$ cat src/rtl/seq_mul_ctrl.sv
// Sequential shift-and-add unsigned multiplier with valid/ready handshakes on both sides.
// Optional macro SEQ_MUL_EARLY_EXIT_EN ends RUN once the remaining multiplier bits are zero.
module seq_mul_ctrl #(
  parameter int WIDTH = 8
) (
  input  logic               clk,
  input  logic               rst,
  input  logic               in_valid,
  output logic               in_ready,
  input  logic [WIDTH-1:0]   in1,
  input  logic [WIDTH-1:0]   in2,
  output logic               out_valid,
  input  logic               out_ready,
  output logic [2*WIDTH-1:0] out,
  output logic               busy
);

  localparam int NSLICE = WIDTH / 4;
  localparam int CW = $clog2(WIDTH) + 1;
  localparam logic [CW-1:0] LAST_STEP = CW'(WIDTH - 1);

  typedef enum logic [1:0] {IDLE, RUN, DONE} state_t;
  state_t state_reg, state_next;

  logic [WIDTH-1:0]   mcand_reg, mplier_reg, acc_hi_reg, acc_lo_reg;
  logic [CW-1:0]      cnt_reg;
  logic [2*WIDTH-1:0] out_reg;

  logic [WIDTH-1:0]   add_a, add_b, add_sum;
  logic [NSLICE:0]    carry;
  logic [WIDTH-1:0]   acc_hi_shift, acc_lo_shift, mplier_shift;
  logic [2*WIDTH-1:0] product;
  logic               run_last;

  assign add_a    = acc_hi_reg;
  assign add_b    = mplier_reg[0] ? mcand_reg : '0;
  assign carry[0] = 1'b0;

  // Each 4-bit slice resolves its carries in parallel; only slice carries ripple.
  generate
    for (genvar gi = 0; gi < NSLICE; gi++) begin : g_cla
      logic [3:0] a, b, g, p;
      logic [4:0] c;
      assign a    = add_a[4*gi +: 4];
      assign b    = add_b[4*gi +: 4];
      assign g    = a & b;
      assign p    = a | b;
      assign c[0] = carry[gi];
      assign c[1] = g[0] | (p[0] & c[0]);
      assign c[2] = g[1] | (p[1] & g[0]) | (p[1] & p[0] & c[0]);
      assign c[3] = g[2] | (p[2] & g[1]) | (p[2] & p[1] & g[0]) | (p[2] & p[1] & p[0] & c[0]);
      assign c[4] = g[3] | (p[3] & g[2]) | (p[3] & p[2] & g[1]) | (p[3] & p[2] & p[1] & g[0])
                  | (p[3] & p[2] & p[1] & p[0] & c[0]);
      assign add_sum[4*gi +: 4] = a ^ b ^ c[3:0];
      assign carry[gi+1] = c[4];
    end
  endgenerate

  // The adder carry-out becomes the new top bit of the accumulator.
  assign acc_hi_shift = {carry[NSLICE], add_sum[WIDTH-1:1]};
  assign acc_lo_shift = {add_sum[0], acc_lo_reg[WIDTH-1:1]};
  assign mplier_shift = {1'b0, mplier_reg[WIDTH-1:1]};

`ifdef SEQ_MUL_EARLY_EXIT_EN
  logic [CW-1:0] shamt;
  assign run_last = (cnt_reg == LAST_STEP) || (mplier_shift == '0);
  assign shamt    = LAST_STEP - cnt_reg;
  assign product  = {acc_hi_shift, acc_lo_shift} >> shamt;
`else
  assign run_last = (cnt_reg == LAST_STEP);
  assign product  = {acc_hi_shift, acc_lo_shift};
`endif

  always_ff @(posedge clk) begin
    if (rst) state_reg <= IDLE;
    else     state_reg <= state_next;
  end

  always_comb begin
    state_next = state_reg;
    case (state_reg)
      IDLE:    if (in_valid)  state_next = RUN;
      RUN:     if (run_last)  state_next = DONE;
      DONE:    if (out_ready) state_next = IDLE;
      default: state_next = IDLE;
    endcase
  end

  always_comb begin
    in_ready  = (state_reg == IDLE);
    out_valid = (state_reg == DONE);
    busy      = (state_reg != IDLE);
  end

  always_ff @(posedge clk) begin
    if (rst) begin
      mcand_reg  <= '0;
      mplier_reg <= '0;
      acc_hi_reg <= '0;
      acc_lo_reg <= '0;
      cnt_reg    <= '0;
      out_reg    <= '0;
    end else begin
      case (state_reg)
        IDLE: if (in_valid) begin
          mcand_reg  <= in1;
          mplier_reg <= in2;
          acc_hi_reg <= '0;
          acc_lo_reg <= '0;
          cnt_reg    <= '0;
        end
        RUN: begin
          acc_hi_reg <= acc_hi_shift;
          acc_lo_reg <= acc_lo_shift;
          mplier_reg <= mplier_shift;
          cnt_reg    <= cnt_reg + 1'b1;
          if (run_last) out_reg <= product;
        end
        default: ;
      endcase
    end
  end

  assign out = out_reg;

endmodule

$ cat config.mk
export PLATFORM = sky130hd
export DESIGN_NAME = seq_mul_ctrl
export DESIGN_NICKNAME = d
export VERILOG_FILES = /design/src/rtl/seq_mul_ctrl.sv
export SDC_FILE = /design/constraint.sdc
export NUM_CORES = 1
export LEC_CHECK = 0
export ABC_AREA = 1
export CORE_ASPECT_RATIO = 0.75
export CORE_MARGIN = 5
export CORE_UTILIZATION = 40
export CTS_BUF_LIST = sky130_fd_sc_hd__clkbuf_8
export CTS_CLUSTER_SIZE = 8
export DETAILED_ROUTE_END_ITERATION = 16
export GPL_ROUTABILITY_DRIVEN = 0
export PLACE_DENSITY = 0.71
export SKIP_CTS_REPAIR_TIMING = 1
export SYNTH_ARGS = -nofsm -noshare
export SYNTH_HDL_FRONTEND = slang
export SYNTH_SLANG_ARGS = --single-unit
export TNS_END_PERCENT = 20
$ cat constraint.sdc
create_clock -name clk -period 3.8 [get_ports clk]
set_clock_uncertainty 0.15 [all_clocks]
set_input_delay 0.57 -clock clk [delete_from_list [all_inputs] [get_ports clk]]
set_output_delay 0.57 -clock clk [all_outputs]
set_load 0.005 [all_outputs]
==> reports/metrics.sh <==
CRITPATHREQUIREDTIME_NS=3.82
NETLIST.AREA_LEADER.SHARE_PCT=41.4
CLK_PATH_BUF_DEPTH=2
SETUP.WORST_PATH.START_CLASS='primary input'
CAP_VIOLATIONS=0
MAX-VDD-IR-DROP_uV=163
CP_SLOWEST_CELL='sky130_fd_sc_hd__clkinv_1'
SYNTH_NETS=376
CRIT_CHAIN='clkdlybuf4s50_1, buf_4, clkinv_1, o221ai_1, a21oi_1'
TOTAL_CONGESTION_OVERFLOW=0
TIMING.FINAL.HOLD_VIOLATIONS=0
WORSTHOLDENDPOINT='mplier_reg[6]'
TYPE_OF_THE_MOST_CRITICAL_HOLD_PATH='flop to flop'
YOSYSWARNINGCOUNT=0
SLEW-LIMIT-HEADROOM_PCT=55.8
RUN_STATUS='finished clean'
NETLIST_AREA_BEFORE_PLACEMENT_MM2=0.00256
START_UTIL_PCT=40.9
NUM_ANTENNA_CELLS=0
POST-SYNTH-TOP-AREA-CELL='sky130_fd_sc_hd__dfxtp_1'
DRT_ITER0_DRC=76
WORST_HOLD_STARTPOINT='mplier_reg[6]'
RSZ_0062_RAISED_AFTER_GLOBAL_ROUTING='no'
FILLERS=631
SYN-INSTANCE-COUNT=338
NUMBER_OF_DISTINCT_LIBRARY_CELLS_AFTER_SYNTHESIS=29
CLK_LATENCY_NS=0.31
TOTAL_OF_FLIP_FLOPS_PLUS_LATCHES_AFTER_SYNTHESIS=53
TRITONCTS='done'
SYNTH_SEQ_AREA_SHARE_PCT=41.4
TIMING.FINAL.CRIT_PERIOD_NS=2.29
GRT_START_MAX_NET_PINS=29
CRITPATHBUFINV=3
END_KIND='flop'
CTS_HTREE_LEVELS=2
DIE_WIDTH_UM=102
WORST-R2R-SETUP-SLACK_NS=1.65
TIMING.FMAX_MHz=436
FF2FF_PATH_DEPTH=10
DETAILEDPLACEMENTHPWL_UM=3770
CLOCK_SINK_COUNT=53
POWER_DENSITY_mW_PER_MM2=341
NUMBER_OF_GLOBAL_ROUTE_VIAS_BEFORE_REPAIR=1959
I_O_PIN_COUNT=39
DRT.ANTENNA.VIOLATING_NETS=0
TOTALNEGATIVESETUPSLACK_NS=0
NUMBER_OF_REMAINING_DRC_ERRORS=0
PATH_MAX_FANOUT=28
GRT_FIRST_PASS_WIRELENGTH_UM=8990
IO_BUFFER_COUNT=38
CP_SLOWEST_STAGE_DELAY_NS=0.62
TRITONCTS.NUM_BUFFERS=5
GLOBALROUTETOTALUTIL_PCT=13.8
SYN-MEAN-INSTANCE-AREA_UM2=7.57
WORSTSETUPPATHTYPE='primary input to flop'
STATIC-LEAKAGE-POWER_nW=1.34
SLEW_VIOL_FINAL=0
NUMBER_OF_ANTENNA_VIOLATIONS_AT_THE_FIRST_CHECK_IN_GLOBAL_ROUTING=0
DRT-VIAS-PER-INSTANCE=4.66
ROUTEDWLPERCELL_UM=11.6
PATH_DELAY_FAMILY='buffers and inverters'
REGTOREGSTARTPOINT='mplier_reg[0]'
CORE-AREA_MM2=0.00626
DIE_FOOTPRINT_MM2=0.00812
NUM_VIAS=2107
CHIPHEIGHT_UM=79.3
ROW_COUNT=25
FIN_AREA_MM2=0.00305
DRIVE_GT1_SHARE_PCT=5.93
ARRIVAL_NS=2.32
NETS=408
CLK_PIN_SLEW_WORST_PATHS_NS=0.09
R2R_END='out[11]'
YS_TOP_CELLS_BY_AREA='sky130_fd_sc_hd__dfxtp_1 41%, sky130_fd_sc_hd__nand2_1 10%, sky130_fd_sc_hd__ha_1 7.8%'
TIGHTESTPINTRANSITION_NS=0.659
FINALWIRELENGTH_UM=5240
NUMBER_OF_FLIP_FLOPS_IN_THE_LARGEST_REGISTER=16
PLACED_AREA_MM2=0.00294
FINAL_UTIL_PCT=48.7
FINALSETUPVIOLCOUNT=0
FIRSTDRTPASSITERS=4
FINALCRITPERIODSHARE_PCT=60.3
ROOT_BUFFER='sky130_fd_sc_hd__clkbuf_8'
WORSTHOLDPATHCELLS=2
SYN2LAYOUT_AREA_GROWTH_PCT=19.0
[layer usage]
metal / GRT usage [%] / part of all wire, % / vias to the layer above
met1: 19.5 / 52 / 933
li1: - / - / 1121
met5: 0 / 0 / -
met2: 20.0 / 41 / 47
met4: 4.72 / 1.2 / 0
met3: 3.95 / 6.0 / 6
[placed cells by master, fill, tap and decap left out]
cell type and count:
sky130_fd_sc_hd__a21oi_2 1, sky130_fd_sc_hd__a21oi_1 28, sky130_fd_sc_hd__clkdlybuf4s50_1 38, sky130_fd_sc_hd__nand3_1 7, sky130_fd_sc_hd__nor2_1 53, sky130_fd_sc_hd__nand2_1 70, sky130_fd_sc_hd__xor2_1 3, sky130_fd_sc_hd__o21ai_0 23
sky130_fd_sc_hd__fa_1 2, sky130_fd_sc_hd__nor3_1 1, sky130_fd_sc_hd__dfxtp_1 53, sky130_fd_sc_hd__nand3b_1 2, sky130_fd_sc_hd__o221ai_1 5, sky130_fd_sc_hd__inv_1 41, sky130_fd_sc_hd__clkbuf_8 7, sky130_fd_sc_hd__nand2_4 2
sky130_fd_sc_hd__clkinv_2 1, sky130_fd_sc_hd__nor3_4 1, sky130_fd_sc_hd__o21ai_1 3, sky130_fd_sc_hd__buf_4 1, sky130_fd_sc_hd__nor2_4 3, sky130_fd_sc_hd__ha_1 16, sky130_fd_sc_hd__a221oi_2 1, sky130_fd_sc_hd__nand4_1 1
sky130_fd_sc_hd__inv_6 1, sky130_fd_sc_hd__a31oi_1 2, sky130_fd_sc_hd__inv_2 4, sky130_fd_sc_hd__clkinv_1 1
[cell type report]
cell class              count  area, um^2  area share, %
clock buffers               7        96.3           3.16
clock inverters             1        5.00          0.164
inverters                  47         181           5.96
multi-input cells         224        1210           39.8
flip-flops and latches     53        1060           34.8
well taps                  81         101           3.33
repair buffers             39         388           12.7
[cell families after synthesis]
kind of cell | synth area share [%]
simple gates | 23.3
compound gates | 13.7
buf+inv | 11.2
flops | 41.4
fa+ha+maj | 9.38
xor+xnor | 1.03
[through the flow]
| step | cells | setup slack [ns] | hold slack (ns) | power, mW |
|---|---|---|---|---|
| after floorplan | 338 | 1.82 | 0.276 | 0.672 |
| after CTS | 452 | 1.50 | 0.305 | 1.05 |
| after global routing | 452 | 1.33 | 0.328 | 1.08 |
| after global placement | 444 | 1.25 | 0.285 | 0.703 |
| final | 452 | 1.51 | 0.303 | 1.04 |
| after detailed placement | 444 | 1.19 | 0.291 | 0.706 |
[synthesized netlist by cell type]
library cell and instances:
sky130_fd_sc_hd__o21ai_1 3, sky130_fd_sc_hd__a21oi_1 28, sky130_fd_sc_hd__buf_2 3, sky130_fd_sc_hd__clkinv_1 1
sky130_fd_sc_hd__nand4_1 1, sky130_fd_sc_hd__buf_6 4, sky130_fd_sc_hd__a21oi_2 1, sky130_fd_sc_hd__nor2_1 53
sky130_fd_sc_hd__nor3_4 1, sky130_fd_sc_hd__nor2_4 3, sky130_fd_sc_hd__buf_4 2, sky130_fd_sc_hd__inv_1 41
sky130_fd_sc_hd__nand3b_1 2, sky130_fd_sc_hd__a31oi_1 2, sky130_fd_sc_hd__clkbuf_1 4, sky130_fd_sc_hd__dfxtp_1 53
sky130_fd_sc_hd__inv_2 4, sky130_fd_sc_hd__ha_1 16, sky130_fd_sc_hd__o21ai_0 23, sky130_fd_sc_hd__fa_1 2
sky130_fd_sc_hd__xor2_1 3, sky130_fd_sc_hd__nand3_1 7, sky130_fd_sc_hd__nand2_4 2, sky130_fd_sc_hd__buf_8 1
sky130_fd_sc_hd__nand2_1 70, sky130_fd_sc_hd__nor3_1 1, sky130_fd_sc_hd__a221oi_2 1, sky130_fd_sc_hd__o221ai_1 5
sky130_fd_sc_hd__inv_6 1
[worst max path at each step]
stage / from / end / slack [ns] / depth (start not counted)
3_5_place_dp: rst / mplier_reg[2] / 1.19 / 5
3_3_place_gp: rst / state_reg[0] / 1.25 / 5
2_1_floorplan: mplier_reg[0] / out[12] / 1.82 / 12
6_report: rst / mplier_reg[2] / 1.51 / 5
4_1_cts: rst / mplier_reg[2] / 1.50 / 5
5_1_grt: rst / mplier_reg[2] / 1.33 / 5
[worst reg2reg max path, cell delays in order (launching register included)]
cell                      delay [ns]
sky130_fd_sc_hd__dfxtp_1        0.49
sky130_fd_sc_hd__nand2_1        0.13
sky130_fd_sc_hd__ha_1           0.22
sky130_fd_sc_hd__inv_1          0.07
sky130_fd_sc_hd__nand2_1        0.07
sky130_fd_sc_hd__nand2_1        0.06
sky130_fd_sc_hd__nand2_1        0.04
sky130_fd_sc_hd__nand2_1        0.14
sky130_fd_sc_hd__fa_1           0.45
sky130_fd_sc_hd__o21ai_0        0.17
sky130_fd_sc_hd__nor2_1         0.05
[power by group]
part           switching, mW  total (mW)  internal, mW
registers             0.0117       0.585         0.574
logic                 0.0638       0.108        0.0438
clock network          0.181       0.346         0.165
total                  0.256        1.04         0.783
Power figures use the tool's default switching activity.
